--- src/rtl/ascii_num_splitter.sv ---
// ascii_num_splitter: splits a raw ASCII byte stream into numeric tokens and
// drives the ascii_to_int32 converter's start / char_valid / num_end protocol,
// one token at a time, waiting for result_valid between tokens.
module ascii_num_splitter #(
  parameter int MAX_CHARS = 11,
  parameter int CNT_W     = 16
) (
  input  logic             clk,
  input  logic             rst_n,
  input  logic [7:0]       in_data,
  input  logic             in_valid,
  output logic             in_ready,
  input  logic             flush,
  output logic             conv_start,
  output logic [7:0]       conv_char,
  output logic             conv_char_valid,
  output logic             conv_num_end,
  input  logic             conv_result_valid,
  output logic [CNT_W-1:0] token_count,
  output logic             err_invalid,
  output logic             err_overlong,
  output logic             busy
);

  localparam int LEN_W = $clog2(MAX_CHARS + 1);

  typedef enum logic [2:0] {
    IDLE, SEND_START, SEND_CHAR, IN_NUM, SEND_END, WAIT_RES
  } state_t;

  state_t           state, state_nx;
  logic [7:0]       hold, hold_nx;
  logic [LEN_W-1:0] len, len_nx;
  logic [7:0]       char_nx;
  logic             start_nx, cv_nx, end_nx;
  logic             set_inv, set_ovl, cnt_inc;
  logic             is_digit, is_minus, is_sep, accept;

  assign is_digit = (in_data >= 8'h30) && (in_data <= 8'h39);
  assign is_minus = (in_data == 8'h2D);
  assign is_sep   = (in_data == 8'h20) || (in_data == 8'h09) || (in_data == 8'h2C) ||
                    (in_data == 8'h0D) || (in_data == 8'h0A);

  // Only IDLE and IN_NUM take bytes; flush blocks acceptance so it never
  // races with a byte in the same cycle.
  assign in_ready = ((state == IDLE) || (state == IN_NUM)) && !flush;
  assign accept   = in_valid && in_ready;
  assign busy     = (state != IDLE);

  // Next-state and next-output decode; converter outputs are the registered
  // image of the decisions made here, so each pulse lines up with its state.
  always_comb begin
    state_nx = state;
    hold_nx  = hold;
    len_nx   = len;
    char_nx  = conv_char;
    start_nx = 1'b0;
    cv_nx    = 1'b0;
    end_nx   = 1'b0;
    set_inv  = 1'b0;
    set_ovl  = 1'b0;
    cnt_inc  = 1'b0;
    case (state)
      IDLE: begin
        if (accept) begin
          if (is_digit || is_minus) begin
            hold_nx  = in_data;
            len_nx   = LEN_W'(1);
            state_nx = SEND_START;
            start_nx = 1'b1;
          end else if (!is_sep) begin
            set_inv = 1'b1;
          end
        end
      end
      SEND_START: begin
        // First char goes out the cycle after start, never with it.
        state_nx = SEND_CHAR;
        cv_nx    = 1'b1;
        char_nx  = hold;
      end
      SEND_CHAR: state_nx = IN_NUM;
      IN_NUM: begin
        if (flush) begin
          state_nx = SEND_END;
          end_nx   = 1'b1;
        end else if (accept) begin
          if (is_digit) begin
            if (len < LEN_W'(MAX_CHARS)) begin
              cv_nx   = 1'b1;
              char_nx = in_data;
              len_nx  = len + LEN_W'(1);
            end else begin
              // Excess digit is swallowed; the token stays open.
              set_ovl = 1'b1;
            end
          end else begin
            // Separator, mid-token minus or junk all close the token and
            // are consumed; only the latter two are errors.
            state_nx = SEND_END;
            end_nx   = 1'b1;
            if (!is_sep) set_inv = 1'b1;
          end
        end
      end
      SEND_END: state_nx = WAIT_RES;
      WAIT_RES: begin
        if (conv_result_valid) begin
          cnt_inc  = 1'b1;
          len_nx   = '0;
          state_nx = IDLE;
        end
      end
      default: state_nx = IDLE;
    endcase
  end

  // State, token bookkeeping and registered converter outputs.
  always_ff @(posedge clk or negedge rst_n) begin
    if (!rst_n) begin
      state           <= IDLE;
      hold            <= 8'h00;
      len             <= '0;
      conv_start      <= 1'b0;
      conv_char       <= 8'h00;
      conv_char_valid <= 1'b0;
      conv_num_end    <= 1'b0;
    end else begin
      state           <= state_nx;
      hold            <= hold_nx;
      len             <= len_nx;
      conv_start      <= start_nx;
      conv_char       <= char_nx;
      conv_char_valid <= cv_nx;
      conv_num_end    <= end_nx;
    end
  end

  // Token counter (wraps) and sticky error flags.
  always_ff @(posedge clk or negedge rst_n) begin
    if (!rst_n) begin
      token_count  <= '0;
      err_invalid  <= 1'b0;
      err_overlong <= 1'b0;
    end else begin
      if (cnt_inc) token_count <= token_count + CNT_W'(1);
      if (set_inv) err_invalid <= 1'b1;
      if (set_ovl) err_overlong <= 1'b1;
    end
  end

endmodule

--- config.mk ---
export PLATFORM = sky130hd
export DESIGN_NAME = ascii_num_splitter
export DESIGN_NICKNAME = d
export VERILOG_FILES = /design/src/rtl/ascii_num_splitter.sv
export SDC_FILE = /design/constraint.sdc
export NUM_CORES = 1
export LEC_CHECK = 0
export CAP_MARGIN = 20
export CORE_MARGIN = 1.5
export CORE_UTILIZATION = 39
export DETAILED_ROUTE_END_ITERATION = 8
export GPL_ROUTABILITY_DRIVEN = 0
export GPL_TIMING_DRIVEN = 0
export PLACE_DENSITY = 0.64
export SYNTH_ARGS = -nofsm -noshare
export SYNTH_HDL_FRONTEND = slang
export SYNTH_SLANG_ARGS = --single-unit
--- constraint.sdc ---
create_clock -name clk -period 4 [get_ports clk]
set_input_delay 0.6 -clock clk [delete_from_list [all_inputs] [get_ports clk]]
set_output_delay 0.6 -clock clk [all_outputs]
set_load 0.03 [all_outputs]
==> run summary <==
The min-delay analysis places its worst path in the category input pin to async pin. The cell type of the slowest stage on the worst timing path is sky130_fd_sc_hd__clkdlybuf4s50_1. The number of antenna violations at the first check in global routing is 0. The detail-routed via count per cell is 4.99. The final setup skew is 8.62 ps. The starting density of the core came out at 40.5%. The number of DRC violations after detailed routing is 0. The gate count after technology mapping came out at 207. In this design, the stage delay of the slowest critical-path cell is 680 ps. The worst setup path is launched from a register. The number of buffers on the longest clock path is 2. The final global-route overflow total came out at 0. The detailed-router iteration count before antenna repair is 4.

Among cell families on the critical path, the largest total delay comes from buffers and inverters. The distinct cell type count after synthesis came out at 49. The most common library cell in the layout ignoring fill and taps is sky130_fd_sc_hd__dfrtp_1.

By area, the combinational part of the netlist is dominated by simple AND/OR/NAND/NOR gates. The critical path is of the register to primary output type. The switching power of the nets came out at 0.601 mW. After Yosys synthesis, full adders, half adders and majority gates account for 1.11% of the synthesized area. The post-synthesis sequential element count came out at 44. Summing the sequential cell areas from Yosys gives 49.1% of the chip area. The area growth from synthesis to final layout came out at 27.6%. The achievable frequency came out at 323 MHz. The routed design has 4320 um of wire.

Counting both buffers and inverters, the worst setup path holds a total of 3. Across every metal layer, demand over resource in global routing totals 15.6%. The floorplan die area came out at 6220 sq um.

STA puts the critical path data arrival time at 2490 ps. The maximum vdd drop came out at 348 uV. The total area inside the core boundary comes to 5540 sq um. The combinational cell fraction of total power is 44.8%.

In this run the tightest slew margin relative to its limit is 59.6%. The routed layout has 1,647 vias. The worst-path maximum fanout is 10. The largest net degree at the start of global routing is 39. The total power came out at 1.58 mW. The total number of yosys warnings came out at 0. Once detail routing completed, the nets flagged for antenna violations numbered 0. At the pin with the least slew margin, the transition time is 607 ps. The minimum setup slack in the final design is 907 ps. For this run, asynchronously set or reset flops after synthesis account for 100%. The total nets after synthesis is 222. The number of maximum-capacitance violations came out at 0. In the final routed layout, each cell accounts on average for 13.1 um. The number of design-rule violations left by the first detailed-router iteration is 31. The area occupied by multi-input gates came out at 1070 sq um. Setup repair after global routing left no endpoint under its margin. The average instance area after synthesis came out at 10.8 sq um. The max-slew violation count came out at 0. The proportion of synthesized area in mux cells is 9.92%. TritonCTS built the clock tree. Before CTS, the worst setup slack after placement is 1020 ps. Input and output buffers added on the ports amount to 42.

The global-route wire length before repair came out at 7580 um. The final antenna diode count came out at 0. The number of synthesized flops with an enable pin is 0. The clock network is responsible for 18.5% of the overall power. Ranked by total cell area, the synthesized netlist is headed by sky130_fd_sc_hd__dfrtp_1, sky130_fd_sc_hd__mux2_4, sky130_fd_sc_hd__nand2_1. The via count of the first global-routing pass came out at 1,597. The areal power density over the cells came out at 553 nW/um^2. Setup violations remaining at the end of the flow were counted as 0. The number of setup buffers added after CTS came out at 0. The number of resized instances in the post-cts repair step is 0.

CTS placed an instance of sky130_fd_sc_hd__clkbuf_8 at the clock tree root. The worst setup path is captured at a primary output. The number of filler instances in the final layout came out at 522.

The synthesized netlist devotes 6.63% of its cell area to XOR and XNOR gates. The number of hold buffers added after cts is 0. The top cell types in the final layout, fill and taps aside, are sky130_fd_sc_hd__dfrtp_1, sky130_fd_sc_hd__clkdlybuf4s50_1, sky130_fd_sc_hd__nand2_1. Pin placement for this block handled 44 I/O pins. The total CTS buffers is 5.

The run finished with clean final reports. The fraction of the mapped netlist area in simple logic gates came out at 22.1%. The register area is 1100 sq um. The HPWL after detailed placement is 3150 um. The post-synthesis compound-gate area fraction came out at 7.86%.

The width of the die is 78.9 um. The net switching share of the total power is 37.9%. Clock tree synthesis found a total of 44 sinks.

In this run the number of H-tree levels came out at 2. After routing, the total negative slack on setup checks comes to 0 ps. The signal on the critical path passes through buf_1, or2_2, clkbuf_1, a21oi_1, clkdlybuf4s50_1. The clock transition time at the flip-flop clock pins of the worst setup and hold paths came out at 80 ps. The proportion of layout cells with a drive suffix above 1 came out at 14.3%. The cell-internal power came out at 0.984 mW.

The netlist area before placement is 2240 sq um. The smallest clock period supported by the final layout is computed as 3090 ps. The number of standard-cell rows in the floorplan came out at 27. The final hold violation count came out at 0. The clock insertion delay at the later pin of the skew report is 300 ps. The final-stage net count is 272. The leakage power is 1.31 nW.

The sequential share of power is 36.6%. The worst path uses 77.3% of the clock period. sky130_fd_sc_hd__dfrtp_1 takes more of the synthesized area than any other cell. The critical path required time came out at 3400 ps. The overall die height is 78.9 um. In the synthesized netlist the dominant register cell turns out to be sky130_fd_sc_hd__dfrtp_1. The top-area cell type share of the netlist area is 49.1%.
## sequential cells by signal, summed over array words and instances (netlist names)
| register | cells |
|---|---|
| state | 3 |
| conv_char_valid | 1 |
| err_invalid | 1 |
| err_overlong | 1 |
| len | 4 |
| token_count | 16 |
| conv_char | 8 |
| conv_num_end | 1 |
| hold | 8 |
| conv_start | 1 |
## power by group through the flow
stage	Sequential [mW]	Clock (mW)	Combinational, mW
5_1_grt	0.594	0.323	0.776
4_1_cts	0.582	0.303	0.720
6_report	0.580	0.294	0.710
2_1_floorplan	0.663	0	0.425
3_5_place_dp	0.589	0	0.717
3_3_place_gp	0.588	0	0.712
## cells by family after synthesis
| logic type | Yosys count |
|---|---|
| DFF | 44 |
| adders and majority gates | 2 |
| muxes | 17 |
| AOI/OAI and AO/OA | 25 |
| buffers and inverters | 16 |
| xor gates and xnor gates | 17 |
| and+or+nand+nor | 86 |
## path summary, 6_finish.rpt
kind / from / to / slack, ps / cells past startpoint
min: rst_n / state[0]$_DFFE_PN0P_ / 130 / 1
max: state[2]$_DFFE_PN0P_ / in_ready / 910 / 5
min reg2reg: hold[5]$_DFFE_PN0P_ / hold[5]$_DFFE_PN0P_ / 470 / 1
max reg2reg: state[0]$_DFFE_PN0P_ / hold[2]$_DFFE_PN0P_ / 1770 / 6
max in group asynchronous: rst_n / len[1]$_DFFE_PN0P_ / 3430 / 2
min in group clk: hold[5]$_DFFE_PN0P_ / hold[5]$_DFFE_PN0P_ / 470 / 1
## cell usage after synthesis (4+ instances only)
| cell type | instances |
|---|---|
| sky130_fd_sc_hd__inv_1 | 6 |
| sky130_fd_sc_hd__o21ai_0 | 10 |
| sky130_fd_sc_hd__xnor2_1 | 10 |
| sky130_fd_sc_hd__nor3_1 | 4 |
| sky130_fd_sc_hd__mux2_2 | 6 |
| sky130_fd_sc_hd__nand3_1 | 7 |
| sky130_fd_sc_hd__nand2_1 | 35 |
| sky130_fd_sc_hd__nor2_1 | 10 |
| sky130_fd_sc_hd__xor2_1 | 7 |
| sky130_fd_sc_hd__nand4_1 | 4 |
| sky130_fd_sc_hd__dfrtp_1 | 44 |
| sky130_fd_sc_hd__clkbuf_1 | 7 |
| sky130_fd_sc_hd__mux2_4 | 9 |
## layout make-up
type | instances | area share (%)
flip-flops and latches | 44 | 38.4
plain buffers | 10 | 1.83
clock inverters | 1 | 0.262
inverters | 6 | 0.786
well taps | 72 | 3.15
multi-input cells | 147 | 37.3
repair buffers | 43 | 15.2
clock buffers | 7 | 3.01
## through the flow
| stage | cell area (sq um) | hold slack [ps] | utilization, % | cells |
|---|---|---|---|---|
| CTS | 2860 | 134 | 51.7 | 330 |
| global placement | 2760 | 453 | 49.7 | 321 |
| global route | 2860 | 133 | 51.7 | 330 |
| detailed placement | 2770 | 458 | 50.0 | 322 |
| finish | 2860 | 132 | 51.7 | 330 |
| floorplan | 2240 | 304 | - | 207 |
## metal layers
metal / global-route usage (%) / vias up / wire (um) / share of wire (%)
li1: - / 814 / - / -
met1: 21.3 / 787 / 2050 / 47
met2: 24.6 / 39 / 2010 / 46
met3: 3.56 / 7 / 208 / 4.8
met4: 5.26 / 0 / 61 / 1.4
met5: 0 / - / 0 / 0
Power figures use the tool's default switching activity.
